## config.mk

```make
export PLATFORM = sky130hd
export DESIGN_NAME = axi_vip_master_wrapper
export DESIGN_NICKNAME = d
export VERILOG_FILES = /design/src/rtl/axi_vip_master_wrapper.sv
export SDC_FILE = /design/constraint.sdc
export NUM_CORES = 1
export LEC_CHECK = 0
export CAP_MARGIN = 40
export CORE_MARGIN = 2
export CORE_UTILIZATION = 59
export DETAILED_ROUTE_END_ITERATION = 8
export PLACE_DENSITY_LB_ADDON = 0.05
export SETUP_SLACK_MARGIN = 0.1
export SLEW_MARGIN = 20
export SYNTH_ARGS = -nofsm -noshare
export SYNTH_HDL_FRONTEND = slang
export SYNTH_SLANG_ARGS = --single-unit
```

## constraint.sdc

```tcl
create_clock -name ACLK -period 2.8 [get_ports ACLK]
set_clock_uncertainty 0.05 [all_clocks]
set_input_delay 0.56 -clock ACLK [delete_from_list [all_inputs] [get_ports ACLK]]
set_output_delay 0.56 -clock ACLK [all_outputs]
set_load 0.1 [all_outputs]
```

## src/rtl/axi_vip_master_wrapper.sv

```systemverilog
// AXI4 burst self-test: internal master writes a 16-beat INCR burst into an internal slave memory,
// optionally reads it back and compares. Readback is enabled by defining AXI_VIP_READBACK_EN.

module axi_vip_master #(
   parameter int unsigned MP_AXI_ID_WIDTH     = 1,
   parameter int unsigned MP_AXI_ADDR_WIDTH   = 32,
   parameter int unsigned MP_AXI_DATA_WIDTH   = 32,
   parameter int unsigned MP_AXI_AWUSER_WIDTH = 1,
   parameter int unsigned MP_AXI_ARUSER_WIDTH = 1,
   parameter int unsigned MP_AXI_WUSER_WIDTH  = 1,
   parameter int unsigned MP_AXI_RUSER_WIDTH  = 1,
   parameter int unsigned MP_AXI_BUSER_WIDTH  = 1
) (
   input  logic                             INIT_AXI_TXN,
   output logic                             TXN_DONE,
   output logic                             ERROR,
   input  logic                             M_AXI_ACLK,
   input  logic                             M_AXI_ARESETN,
   output logic [MP_AXI_ID_WIDTH-1:0]       M_AXI_AWID,
   output logic [MP_AXI_ADDR_WIDTH-1:0]     M_AXI_AWADDR,
   output logic [7:0]                       M_AXI_AWLEN,
   output logic [2:0]                       M_AXI_AWSIZE,
   output logic [1:0]                       M_AXI_AWBURST,
   output logic                             M_AXI_AWLOCK,
   output logic [3:0]                       M_AXI_AWCACHE,
   output logic [2:0]                       M_AXI_AWPROT,
   output logic [3:0]                       M_AXI_AWQOS,
   output logic [MP_AXI_AWUSER_WIDTH-1:0]   M_AXI_AWUSER,
   output logic                             M_AXI_AWVALID,
   input  logic                             M_AXI_AWREADY,
   output logic [MP_AXI_DATA_WIDTH-1:0]     M_AXI_WDATA,
   output logic [MP_AXI_DATA_WIDTH/8-1:0]   M_AXI_WSTRB,
   output logic                             M_AXI_WLAST,
   output logic [MP_AXI_WUSER_WIDTH-1:0]    M_AXI_WUSER,
   output logic                             M_AXI_WVALID,
   input  logic                             M_AXI_WREADY,
   input  logic [MP_AXI_ID_WIDTH-1:0]       M_AXI_BID,
   input  logic [1:0]                       M_AXI_BRESP,
   input  logic [MP_AXI_BUSER_WIDTH-1:0]    M_AXI_BUSER,
   input  logic                             M_AXI_BVALID,
   output logic                             M_AXI_BREADY,
   output logic [MP_AXI_ID_WIDTH-1:0]       M_AXI_ARID,
   output logic [MP_AXI_ADDR_WIDTH-1:0]     M_AXI_ARADDR,
   output logic [7:0]                       M_AXI_ARLEN,
   output logic [2:0]                       M_AXI_ARSIZE,
   output logic [1:0]                       M_AXI_ARBURST,
   output logic                             M_AXI_ARLOCK,
   output logic [3:0]                       M_AXI_ARCACHE,
   output logic [2:0]                       M_AXI_ARPROT,
   output logic [3:0]                       M_AXI_ARQOS,
   output logic [MP_AXI_ARUSER_WIDTH-1:0]   M_AXI_ARUSER,
   output logic                             M_AXI_ARVALID,
   input  logic                             M_AXI_ARREADY,
   input  logic [MP_AXI_ID_WIDTH-1:0]       M_AXI_RID,
   input  logic [MP_AXI_DATA_WIDTH-1:0]     M_AXI_RDATA,
   input  logic [1:0]                       M_AXI_RRESP,
   input  logic                             M_AXI_RLAST,
   input  logic [MP_AXI_RUSER_WIDTH-1:0]    M_AXI_RUSER,
   input  logic                             M_AXI_RVALID,
   output logic                             M_AXI_RREADY
);

   localparam int unsigned DW       = MP_AXI_DATA_WIDTH;
   localparam int unsigned AW       = MP_AXI_ADDR_WIDTH;
   localparam int unsigned SIZE     = (DW == 64) ? 3 : 2;
   localparam int unsigned IDX_W    = 5;
   localparam logic [31:0] BASE     = 32'h8000_0000;

   typedef enum logic [1:0] {S_IDLE, S_WRITE, S_READ, S_COMPARE} state_t;

   state_t              state_q, state_d;
   logic                init_q;
   logic                start_c;
   logic                done_q, error_q;
   logic                awvalid_q, wvalid_q, wlast_q, bready_q, arvalid_q, rready_q;
   logic                aw_sent_q, ar_sent_q, w_done_q;
   logic [DW-1:0]       wdata_q;
   logic [IDX_W-1:0]    write_index, read_index;
   logic                unused_c;

   // Fixed burst attributes: one 16-beat INCR burst at the base address, ID 0, full strobes
   assign M_AXI_AWID    = '0;
   assign M_AXI_AWADDR  = AW'(BASE);
   assign M_AXI_AWLEN   = 8'd15;
   assign M_AXI_AWSIZE  = 3'(SIZE);
   assign M_AXI_AWBURST = 2'b01;
   assign M_AXI_AWLOCK  = 1'b0;
   assign M_AXI_AWCACHE = 4'b0011;
   assign M_AXI_AWPROT  = 3'b000;
   assign M_AXI_AWQOS   = 4'b0000;
   assign M_AXI_AWUSER  = '0;
   assign M_AXI_WSTRB   = '1;
   assign M_AXI_WUSER   = '0;
   assign M_AXI_ARID    = '0;
   assign M_AXI_ARADDR  = AW'(BASE);
   assign M_AXI_ARLEN   = 8'd15;
   assign M_AXI_ARSIZE  = 3'(SIZE);
   assign M_AXI_ARBURST = 2'b01;
   assign M_AXI_ARLOCK  = 1'b0;
   assign M_AXI_ARCACHE = 4'b0011;
   assign M_AXI_ARPROT  = 3'b000;
   assign M_AXI_ARQOS   = 4'b0000;
   assign M_AXI_ARUSER  = '0;

   assign M_AXI_AWVALID = awvalid_q;
   assign M_AXI_WVALID  = wvalid_q;
   assign M_AXI_WDATA   = wdata_q;
   assign M_AXI_WLAST   = wlast_q;
   assign M_AXI_BREADY  = bready_q;
   assign M_AXI_ARVALID = arvalid_q;
   assign M_AXI_RREADY  = rready_q;
   assign TXN_DONE      = done_q;
   assign ERROR         = error_q;

   assign start_c  = INIT_AXI_TXN && !init_q && (state_q == S_IDLE);
   assign unused_c = ^{M_AXI_BID, M_AXI_BUSER, M_AXI_BRESP[0], M_AXI_RID, M_AXI_RUSER,
                       M_AXI_RRESP, M_AXI_RDATA, M_AXI_RLAST, M_AXI_ARREADY, ar_sent_q};

   always_ff @(posedge M_AXI_ACLK or negedge M_AXI_ARESETN) begin
      if (!M_AXI_ARESETN) state_q <= S_IDLE;
      else                state_q <= state_d;
   end

   always_comb begin
      state_d = state_q;
      case (state_q)
         S_IDLE:    if (start_c) state_d = S_WRITE;
         S_WRITE:   if (M_AXI_BVALID && bready_q) begin
`ifdef AXI_VIP_READBACK_EN
            state_d = S_READ;
`else
            state_d = S_COMPARE;
`endif
         end
         S_READ:    if (M_AXI_RVALID && rready_q && (read_index == IDX_W'(15))) state_d = S_COMPARE;
         S_COMPARE: state_d = S_IDLE;
         default:   state_d = S_IDLE;
      endcase
   end

   // Channel sequencing, beat counters and result flags
   always_ff @(posedge M_AXI_ACLK or negedge M_AXI_ARESETN) begin
      if (!M_AXI_ARESETN) begin
         init_q      <= 1'b0;
         done_q      <= 1'b0;
         error_q     <= 1'b0;
         awvalid_q   <= 1'b0;
         wvalid_q    <= 1'b0;
         wlast_q     <= 1'b0;
         bready_q    <= 1'b0;
         arvalid_q   <= 1'b0;
         rready_q    <= 1'b0;
         aw_sent_q   <= 1'b0;
         ar_sent_q   <= 1'b0;
         w_done_q    <= 1'b0;
         wdata_q     <= '0;
         write_index <= '0;
         read_index  <= '0;
      end else begin
         init_q <= INIT_AXI_TXN;
         if (start_c) begin
            done_q      <= 1'b0;
            error_q     <= 1'b0;
            aw_sent_q   <= 1'b0;
            ar_sent_q   <= 1'b0;
            w_done_q    <= 1'b0;
            wlast_q     <= 1'b0;
            wdata_q     <= DW'(1);
            write_index <= '0;
            read_index  <= '0;
         end else begin
            case (state_q)
               S_WRITE: begin
                  if (awvalid_q && M_AXI_AWREADY) begin
                     awvalid_q <= 1'b0;
                     aw_sent_q <= 1'b1;
                  end else if (!aw_sent_q) begin
                     awvalid_q <= 1'b1;
                  end
                  if (wvalid_q && M_AXI_WREADY) begin
                     if (wlast_q) begin
                        wvalid_q <= 1'b0;
                        wlast_q  <= 1'b0;
                        w_done_q <= 1'b1;
                     end else begin
                        write_index <= write_index + IDX_W'(1);
                        wdata_q     <= wdata_q + DW'(1);
                        wlast_q     <= (write_index == IDX_W'(14));
                     end
                  end else if (!w_done_q) begin
                     wvalid_q <= 1'b1;
                  end
                  if (bready_q && M_AXI_BVALID) begin
                     bready_q <= 1'b0;
                     if (M_AXI_BRESP[1]) error_q <= 1'b1;
                  end else begin
                     bready_q <= 1'b1;
                  end
               end
`ifdef AXI_VIP_READBACK_EN
               S_READ: begin
                  if (arvalid_q && M_AXI_ARREADY) begin
                     arvalid_q <= 1'b0;
                     ar_sent_q <= 1'b1;
                  end else if (!ar_sent_q) begin
                     arvalid_q <= 1'b1;
                  end
                  if (rready_q && M_AXI_RVALID) begin
                     if (M_AXI_RRESP[1] ||
                         (M_AXI_RDATA != (DW'(read_index) + DW'(1))) ||
                         (M_AXI_RLAST != (read_index == IDX_W'(15))))
                        error_q <= 1'b1;
                     if (read_index == IDX_W'(15)) rready_q <= 1'b0;
                     else                          read_index <= read_index + IDX_W'(1);
                  end else begin
                     rready_q <= 1'b1;
                  end
               end
`endif
               S_COMPARE: done_q <= 1'b1;
               default: ;
            endcase
         end
      end
   end

endmodule

module axi_vip_slave_mem #(
   parameter int unsigned ADDR_W = 32,
   parameter int unsigned DATA_W = 32
) (
   input  logic              clk,
   input  logic              rst_n,
   input  logic [ADDR_W-1:0] awaddr,
   input  logic              awvalid,
   output logic              awready,
   input  logic [DATA_W-1:0] wdata,
   input  logic              wlast,
   input  logic              wvalid,
   output logic              wready,
   output logic [1:0]        bresp,
   output logic              bvalid,
   input  logic              bready,
   input  logic [ADDR_W-1:0] araddr,
   input  logic [7:0]        arlen,
   input  logic              arvalid,
   output logic              arready,
   output logic [DATA_W-1:0] rdata,
   output logic [1:0]        rresp,
   output logic              rlast,
   output logic              rvalid,
   input  logic              rready
);

   localparam int unsigned LSB = (DATA_W == 64) ? 3 : 2;

   logic [DATA_W-1:0] mem [16];
   logic [3:0]        widx_q, ridx_q;
   logic [7:0]        rcnt_q, arlen_q;
   logic              aw_busy_q, ar_busy_q;
   logic              unused_c;

   assign bresp    = 2'b00;
   assign rresp    = 2'b00;
   assign unused_c = ^{awaddr, araddr};

   always_ff @(posedge clk) begin
      if (wvalid && wready) mem[widx_q] <= wdata;
   end

   // Write burst: one-cycle AWREADY, WREADY held for the burst, BVALID after WLAST
   always_ff @(posedge clk or negedge rst_n) begin
      if (!rst_n) begin
         awready   <= 1'b0;
         wready    <= 1'b0;
         bvalid    <= 1'b0;
         aw_busy_q <= 1'b0;
         widx_q    <= '0;
      end else begin
         awready <= awvalid && !awready && !aw_busy_q;
         if (awvalid && awready) begin
            aw_busy_q <= 1'b1;
            widx_q    <= awaddr[LSB+3 -: 4];
            wready    <= 1'b1;
         end
         if (wvalid && wready) begin
            widx_q <= widx_q + 4'd1;
            if (wlast) begin
               wready <= 1'b0;
               bvalid <= 1'b1;
            end
         end
         if (bvalid && bready) begin
            bvalid    <= 1'b0;
            aw_busy_q <= 1'b0;
         end
      end
   end

   // Read burst: one-cycle ARREADY, then continuous RVALID with RLAST on the final beat
   always_ff @(posedge clk or negedge rst_n) begin
      if (!rst_n) begin
         arready   <= 1'b0;
         rvalid    <= 1'b0;
         rlast     <= 1'b0;
         rdata     <= '0;
         ar_busy_q <= 1'b0;
         ridx_q    <= '0;
         rcnt_q    <= '0;
         arlen_q   <= '0;
      end else begin
         arready <= arvalid && !arready && !ar_busy_q;
         if (arvalid && arready) begin
            ar_busy_q <= 1'b1;
            ridx_q    <= araddr[LSB+3 -: 4];
            rdata     <= mem[araddr[LSB+3 -: 4]];
            arlen_q   <= arlen;
            rcnt_q    <= '0;
            rvalid    <= 1'b1;
            rlast     <= (arlen == 8'd0);
         end else if (rvalid && rready) begin
            if (rlast) begin
               rvalid    <= 1'b0;
               rlast     <= 1'b0;
               ar_busy_q <= 1'b0;
            end else begin
               ridx_q <= ridx_q + 4'd1;
               rdata  <= mem[ridx_q + 4'd1];
               rcnt_q <= rcnt_q + 8'd1;
               rlast  <= ((rcnt_q + 8'd1) == arlen_q);
            end
         end
      end
   end

endmodule

module axi_vip_master_wrapper #(
   parameter int unsigned MP_AXI_ID_WIDTH     = 1,
   parameter int unsigned MP_AXI_ADDR_WIDTH   = 32,
   parameter int unsigned MP_AXI_DATA_WIDTH   = 32,
   parameter int unsigned MP_AXI_AWUSER_WIDTH = 1,
   parameter int unsigned MP_AXI_ARUSER_WIDTH = 1,
   parameter int unsigned MP_AXI_WUSER_WIDTH  = 1,
   parameter int unsigned MP_AXI_RUSER_WIDTH  = 1,
   parameter int unsigned MP_AXI_BUSER_WIDTH  = 1
) (
   input  logic ACLK,
   input  logic ARESETN,
   input  logic INIT_AXI_TXN,
   output logic AXI_TXN_DONE,
   output logic AXI_ERROR
);

   localparam int unsigned IDW = MP_AXI_ID_WIDTH;
   localparam int unsigned AW  = MP_AXI_ADDR_WIDTH;
   localparam int unsigned DW  = MP_AXI_DATA_WIDTH;

   logic [IDW-1:0]                  axi_awid, axi_arid;
   logic [AW-1:0]                   axi_awaddr, axi_araddr;
   logic [7:0]                      axi_awlen, axi_arlen;
   logic [2:0]                      axi_awsize, axi_arsize, axi_awprot, axi_arprot;
   logic [1:0]                      axi_awburst, axi_arburst, axi_bresp, axi_rresp;
   logic                            axi_awlock, axi_arlock;
   logic [3:0]                      axi_awcache, axi_arcache, axi_awqos, axi_arqos;
   logic [MP_AXI_AWUSER_WIDTH-1:0]  axi_awuser;
   logic [MP_AXI_ARUSER_WIDTH-1:0]  axi_aruser;
   logic [MP_AXI_WUSER_WIDTH-1:0]   axi_wuser;
   logic [MP_AXI_RUSER_WIDTH-1:0]   axi_ruser;
   logic [MP_AXI_BUSER_WIDTH-1:0]   axi_buser;
   logic [DW-1:0]                   axi_wdata, axi_rdata;
   logic [DW/8-1:0]                 axi_wstrb;
   logic                            axi_awvalid, axi_awready, axi_wvalid, axi_wready, axi_wlast;
   logic                            axi_bvalid, axi_bready, axi_arvalid, axi_arready;
   logic                            axi_rvalid, axi_rready, axi_rlast;
   logic                            unused_c;

   assign axi_buser = '0;
   assign axi_ruser = '0;
   assign unused_c  = ^{axi_awid, axi_arid, axi_awlen, axi_awsize, axi_arsize, axi_awprot, axi_arprot,
                        axi_awburst, axi_arburst, axi_awlock, axi_arlock, axi_awcache, axi_arcache,
                        axi_awqos, axi_arqos, axi_awuser, axi_aruser, axi_wuser, axi_wstrb};

   axi_vip_master #(
      .MP_AXI_ID_WIDTH(MP_AXI_ID_WIDTH), .MP_AXI_ADDR_WIDTH(MP_AXI_ADDR_WIDTH),
      .MP_AXI_DATA_WIDTH(MP_AXI_DATA_WIDTH), .MP_AXI_AWUSER_WIDTH(MP_AXI_AWUSER_WIDTH),
      .MP_AXI_ARUSER_WIDTH(MP_AXI_ARUSER_WIDTH), .MP_AXI_WUSER_WIDTH(MP_AXI_WUSER_WIDTH),
      .MP_AXI_RUSER_WIDTH(MP_AXI_RUSER_WIDTH), .MP_AXI_BUSER_WIDTH(MP_AXI_BUSER_WIDTH)
   ) inst (
      .INIT_AXI_TXN(INIT_AXI_TXN), .TXN_DONE(AXI_TXN_DONE), .ERROR(AXI_ERROR),
      .M_AXI_ACLK(ACLK), .M_AXI_ARESETN(ARESETN),
      .M_AXI_AWID(axi_awid), .M_AXI_AWADDR(axi_awaddr), .M_AXI_AWLEN(axi_awlen),
      .M_AXI_AWSIZE(axi_awsize), .M_AXI_AWBURST(axi_awburst), .M_AXI_AWLOCK(axi_awlock),
      .M_AXI_AWCACHE(axi_awcache), .M_AXI_AWPROT(axi_awprot), .M_AXI_AWQOS(axi_awqos),
      .M_AXI_AWUSER(axi_awuser), .M_AXI_AWVALID(axi_awvalid), .M_AXI_AWREADY(axi_awready),
      .M_AXI_WDATA(axi_wdata), .M_AXI_WSTRB(axi_wstrb), .M_AXI_WLAST(axi_wlast),
      .M_AXI_WUSER(axi_wuser), .M_AXI_WVALID(axi_wvalid), .M_AXI_WREADY(axi_wready),
      .M_AXI_BID('0), .M_AXI_BRESP(axi_bresp), .M_AXI_BUSER(axi_buser),
      .M_AXI_BVALID(axi_bvalid), .M_AXI_BREADY(axi_bready),
      .M_AXI_ARID(axi_arid), .M_AXI_ARADDR(axi_araddr), .M_AXI_ARLEN(axi_arlen),
      .M_AXI_ARSIZE(axi_arsize), .M_AXI_ARBURST(axi_arburst), .M_AXI_ARLOCK(axi_arlock),
      .M_AXI_ARCACHE(axi_arcache), .M_AXI_ARPROT(axi_arprot), .M_AXI_ARQOS(axi_arqos),
      .M_AXI_ARUSER(axi_aruser), .M_AXI_ARVALID(axi_arvalid), .M_AXI_ARREADY(axi_arready),
      .M_AXI_RID('0), .M_AXI_RDATA(axi_rdata), .M_AXI_RRESP(axi_rresp),
      .M_AXI_RLAST(axi_rlast), .M_AXI_RUSER(axi_ruser), .M_AXI_RVALID(axi_rvalid),
      .M_AXI_RREADY(axi_rready)
   );

   axi_vip_slave_mem #(.ADDR_W(AW), .DATA_W(DW)) slv (
      .clk(ACLK), .rst_n(ARESETN),
      .awaddr(axi_awaddr), .awvalid(axi_awvalid), .awready(axi_awready),
      .wdata(axi_wdata), .wlast(axi_wlast), .wvalid(axi_wvalid), .wready(axi_wready),
      .bresp(axi_bresp), .bvalid(axi_bvalid), .bready(axi_bready),
      .araddr(axi_araddr), .arlen(axi_arlen), .arvalid(axi_arvalid), .arready(axi_arready),
      .rdata(axi_rdata), .rresp(axi_rresp), .rlast(axi_rlast), .rvalid(axi_rvalid),
      .rready(axi_rready)
   );

endmodule

```

# --- Word-level counts from Yosys, hierarchy flattened ---
# Index checks and enable logic that the tools add are counted.
word_totals:
  rom_bits: 0
  ff_bits: 19
  mem_count: 0
  inputBits: 3
  out_inout_bits: 2
  mem_bits_rw: 0
  latch_bits: 0
classes:
  muxes: 31
  bitwise: 2
  n_eq_ne: 10
  div: 0
  multipliers: 0
  n_lt_le_gt_ge: 0
  n_addsub: 1
  n_shift: 0
  reduce_logical: 28
ops:
  columns: ["cell", "count"]
  rows:
  - ["$mux W1", 24]
  - ["$mux W5", 4]
  - ["$reduce_bool A2 Y1", 8]
  - ["$reduce_and A3 Y1", 4]
  - ["$ne A2 B1 Y1 const B", 4]
  - ["$reduce_and A2 Y1", 4]
  - ["$logic_and A1 B1 Y1", 7]
  - ["$pmux W2 S3", 1]
  - ["$add A5 B1 Y5 const B", 1]
  - ["$eq A5 B4 Y1 const B", 1]
  - ["$eq A2 B2 Y1 const B", 2]
  - ["$mux W2", 2]
  - ["$ne A2 B2 Y1 const B", 2]
  - ["$reduce_and A4 Y1", 1]
  - ["$logic_not A1 Y1", 3]
  - ["$eq A2 B1 Y1 const B", 1]
  - ["$logic_not A2 Y1", 1]
  - ["$not A1 Y1", 2]

# --- Longest topological paths before layout ---
logic_depth:
  depth_word: 5
  ltp_mapped: 5

# --- Modules after synthesis ---
# A second synthesis with hierarchy kept.
hier_totals:
  cells_unflattened: 1791
  area_unflattened_um2: 29728.5
modules_own_cells:
  columns: ["mod", "cells_each", "n_inst", "area_per_inst_um2"]
  rows:
  - ["axi_vip_slave_mem", 1403, 1, 26275.2]
  - ["axi_vip_master", 387, 1, 3449.6]
  - ["axi_vip_master_wrapper", 1, 1, 3.8]

# --- Worst setup path before layout ---
# OpenSTA, ideal clock, no wires.
synth_path:
  kind: "register to output"
  startpoint: "reg inst.done_q (netlist: inst.TXN_DONE)"
  endpoint: "out AXI_TXN_DONE"
  slack_ns: 1.292
  path_stages_with_launch: 1
  required_ns: 2.190
  arrival_time_ns: 0.898
  path_cell_list: "dfrtp_1"
synth_rtl:
  columns: ["item", "line_no", "text"]
  rows:
  - ["from (decl)", "74", "logic done_q, error_q;"]
  - ["from (signal assigned)", "145", "done_q <= 1'b0;"]
  - ["from (signal assigned)", "162", "done_q <= 1'b0;"]
  - ["from (signal assigned)", "220", "S_COMPARE: done_q <= 1'b1;"]
  - ["to (decl)", "352", "output logic AXI_TXN_DONE,"]
# No word-level cell between the ends.

# --- Worst setup path after layout ---
layout_path:
  startpoint: "in INIT_AXI_TXN"
  endpoint: "reg inst.write_index[3]"
layout_between:
  elab_chain_cells: 4
layout_lines:
  columns: ["item", "line_no", "text"]
  rows:
  - ["from (decl)", "351", "input logic INIT_AXI_TXN,"]
  - ["$logic_and A1 B1 Y1 * (2 in a row)", "115", "assign start_c = INIT_AXI_TXN && !init_q && (state_q == S_IDLE);"]
  - ["$ne A2 B1 Y1 (no source line) / $reduce_bool A2 Y1 (equally long branches)", null, null]
  - ["$reduce_and A3 Y1 (no source line)", null, null]
  - ["to (signal assigned)", "186", "write_index <= write_index + IDX_W'(1);"]
  - ["to (decl)", "78", "logic [IDX_W-1:0] write_index, read_index;"]
# Mark *: on every way between the ends. The rest lies on a longest branch, timed or not.
# A chain may end at the register's enable or synchronous reset.

==> impl_metrics.ini <==
[outcome]
status = complete, no violations

[final_layout]
syn_to_final_growth_pct = 9.41
stdcell_area_sq_um = 902
antenna_cells = 0
nNetsFinal = 87
drive_above_1_share = 0.0864
fillers = 102
final-instance-count-excl-fill = 96

[power]
finalPower_w = 0.000443
p_int_w = 0.000339
p_seq_frac = 0.635
p_leak_nw = 0.403
pwr-share-clk = 0.303
p_sw_w = 0.000104
power.density_mw_per_mm2 = 491
combPwrFrac = 0.063
switching_share = 0.234
vdd_drop_max_uv = 352

[global_route]
grt_pass1_wl_um = 2100
grt-busiest-layer = met2
grtUsageTotal = 0.201
grt_pass1_vias = 480
grt_overflow_total = 0
grtUsageMet1 = 0.275
grt_max_degree = 20
antenna_found_initial = 0
met3_usage = 0.0479
use_met2 = 0.277

[routing]
dr.first_iter.drc_count = 11
ant_nets = 0
num_vias = 566
dr.pass1.iters = 3
drc = 0
wl_um = 1280
drt-wirelength-per-cell_um = 13.4
via_per_inst = 5.90

[placed_design]
finalWeightedCongestion = 0.787
dp_cells = 91
io_buffers = 3
dp_hpwl_um = 917
placed_area_sq_um = 860
pre_cts_ws_ns = 0.803

[timing]
worst_pin_slew_ns = 0.670
rsz0062_at_grt = no
setup_viol = 0
relSlewSlack = 0.547
fin_ws_ns = 1.11
finalHoldViolCount = 0
period_needed_ns = 1.69
final_max_slew_viol_count = 0
fmax_mhz = 591
period_share = 0.604
tns_ns = 0

[clock_network]
clkLatencyLatePin_ns = 0.30
cts_tree = yes
clockRootBuffer = clkbuf_4
post_cts_resized = 0
cts_hold_buf = 0
ctsHtreeMaxLevel = 1
clk_pin_slew_ns = 0.10
cts_setup_buffers = 0
clock_path_buffers = 2
numCtsBuffers = 3
cts_sinks = 19

[synthesis]
synth_cell_types = 30
ys_warn_count = 2
ys_seq_area_frac = 0.577
postSynthCellCount = 75
ys_seq_elements = 19
syn_area_sq_um = 825
avgSynthCellArea_sq_um = 11.0
synth_fp_nets = 80

[setup_path]
regToRegStartpoint = inst.state_q[0]$_DFFE_PN0P_
cp.arrival_ns = 1.81
required_ns = 2.92
path_class = input port to flip-flop
worstSetupStartpoint = INIT_AXI_TXN
endpoint_kind = flip-flop
cp_max_fo = 5
cp-start-kind = input port

[floorplan]
core.rowCount = 13
die_y_um = 41.4
start_util = 0.634
num_io_pins = 5
dieArea_sq_mm = 0.00171
core-area_sq_mm = 0.00130
fp.dieW_um = 41.4

[worst_hold_path]
hold_start = slv.aw_busy_q$_DFFE_PN0P_
holdCritPathClass = flip-flop to flip-flop

[flow_run]
maxCapViolations = 0
-- power by group through the flow --
stage	sequential (W)	clock [W]	combinational [W]
global placement	0.000287	0	0.0000255
global route	0.000282	0.000152	0.0000305
detailed placement	0.000287	0	0.0000259
floorplan	0.000290	0	0.0000129
CTS	0.000281	0.000141	0.0000259
finish	0.000281	0.000134	0.0000278
-- registers in the layout (all words and copies together), names as in the netlist --
name / flops
inst.M_AXI_AWVALID: 1
inst.M_AXI_BREADY: 1
inst.M_AXI_WLAST: 1
inst.M_AXI_WVALID: 1
inst.TXN_DONE: 1
inst.aw_sent_q: 1
inst.init_q: 1
inst.state_q: 2
inst.w_done_q: 1
inst.write_index: 5
slv.aw_busy_q: 1
slv.awready: 1
slv.bvalid: 1
slv.wready: 1
-- Yosys cell counts, drive strengths merged --
cell type	instances	area, sq um
nor2	4	15.0
xnor2	1	8.76
nand4	1	6.26
a2bb2oi	1	8.76
nand4b	2	17.5
inv	4	15.0
dfrtp	19	475
ha	2	25.0
clkbuf	1	3.75
nor3b	2	15.0
buf	1	7.51
mux2i	2	20.0
nor2b	1	6.26
o22ai	1	6.26
or4b	1	13.8
nand3	3	15.0
o311ai	1	8.76
or2b	1	7.51
nand2	6	22.5
nand2b	1	6.26
o21ai	6	30.0
o31ai	1	7.51
a21oi	6	30.0
and4b	1	10.0
o211ai	1	7.51
conb	1	3.75
o21a	1	7.51
o22a	1	8.76
nor4b	1	8.76
or3	1	6.26
-- cell usage in the layout (no fill, tap or decap) --
master,instances
a21oi_1,6
a2bb2oi_1,1
and4b_1,1
buf_4,1
buf_8,1
clkbuf_4,3
clkdlybuf4s50_1,2
clkinv_2,1
conb_1,1
dfrtp_1,19
ha_1,2
inv_1,4
mux2i_1,2
nand2_1,6
nand2b_1,1
nand3_1,3
nand4_1,1
nand4b_1,2
nor2_1,4
nor2b_1,1
nor3b_1,2
nor4b_1,1
o211ai_1,1
o21a_1,1
o21ai_0,6
o22a_1,1
o22ai_1,1
o311ai_0,1
o31ai_1,1
or2b_1,1
or3_1,1
or4b_4,1
xnor2_1,1
-- worst paths after layout --
| kind | to | slack [ns] | cells past startpoint |
|---|---|---|---|
| hold / removal | slv.awready$_DFF_PN0_ | 0.39 | 1 |
| min in group asynchronous | inst.write_index[4]$_DFFE_PN0P_ | 0.48 | 1 |
| hold reg to reg | slv.awready$_DFF_PN0_ | 0.39 | 1 |
| max in group asynchronous | inst.write_index[0]$_DFFE_PN0P_ | 1.83 | 2 |
| setup reg to reg | inst.write_index[3]$_DFFE_PN0P_ | 1.31 | 3 |
| setup / recovery | inst.write_index[3]$_DFFE_PN0P_ | 1.11 | 4 |
-- stage by stage --
stage	utilization	hold WS (ns)
2_1_floorplan	-	0.214
3_3_place_gp	0.661	0.363
3_5_place_dp	0.661	0.376
4_1_cts	0.682	0.390
5_1_grt	0.693	0.398
6_report	0.693	0.387
-- cell families after synthesis --
| logic type | Yosys count | share of synthesized area |
|---|---|---|
| other cells | 1 | 0.00455 |
| mux | 2 | 0.0243 |
| xor+xnor | 1 | 0.0106 |
| buf+inv | 6 | 0.0319 |
| fa+ha+maj | 2 | 0.0303 |
| compound gates | 19 | 0.140 |
| simple gates | 25 | 0.182 |
| flops | 19 | 0.577 |
-- area by class of cell --
cell class | count | area (sq um) | area share
multi-input cells | 50 | 323 | 0.358
inverters | 4 | 15.0 | 0.0166
well taps | 15 | 18.8 | 0.0208
clock inverters | 1 | 5.00 | 0.00555
repair buffers | 4 | 42.5 | 0.0472
flip-flops and latches | 19 | 475 | 0.527
clock buffers | 3 | 22.5 | 0.0250
-- critical path, stage by stage --
cell,delay [ns]
clkdlybuf4s50_1,0.48
or4b_4,0.50
o21ai_0,0.14
o22ai_1,0.12
-- layer usage --
layer / vias up / part of all wire
li1: 283 / -
met2: 8 / 0.42
met1: 270 / 0.52
met5: - / 0
met4: 0 / 0.029
met3: 5 / 0.029
Note: power is estimated with default switching activity, not from simulation.
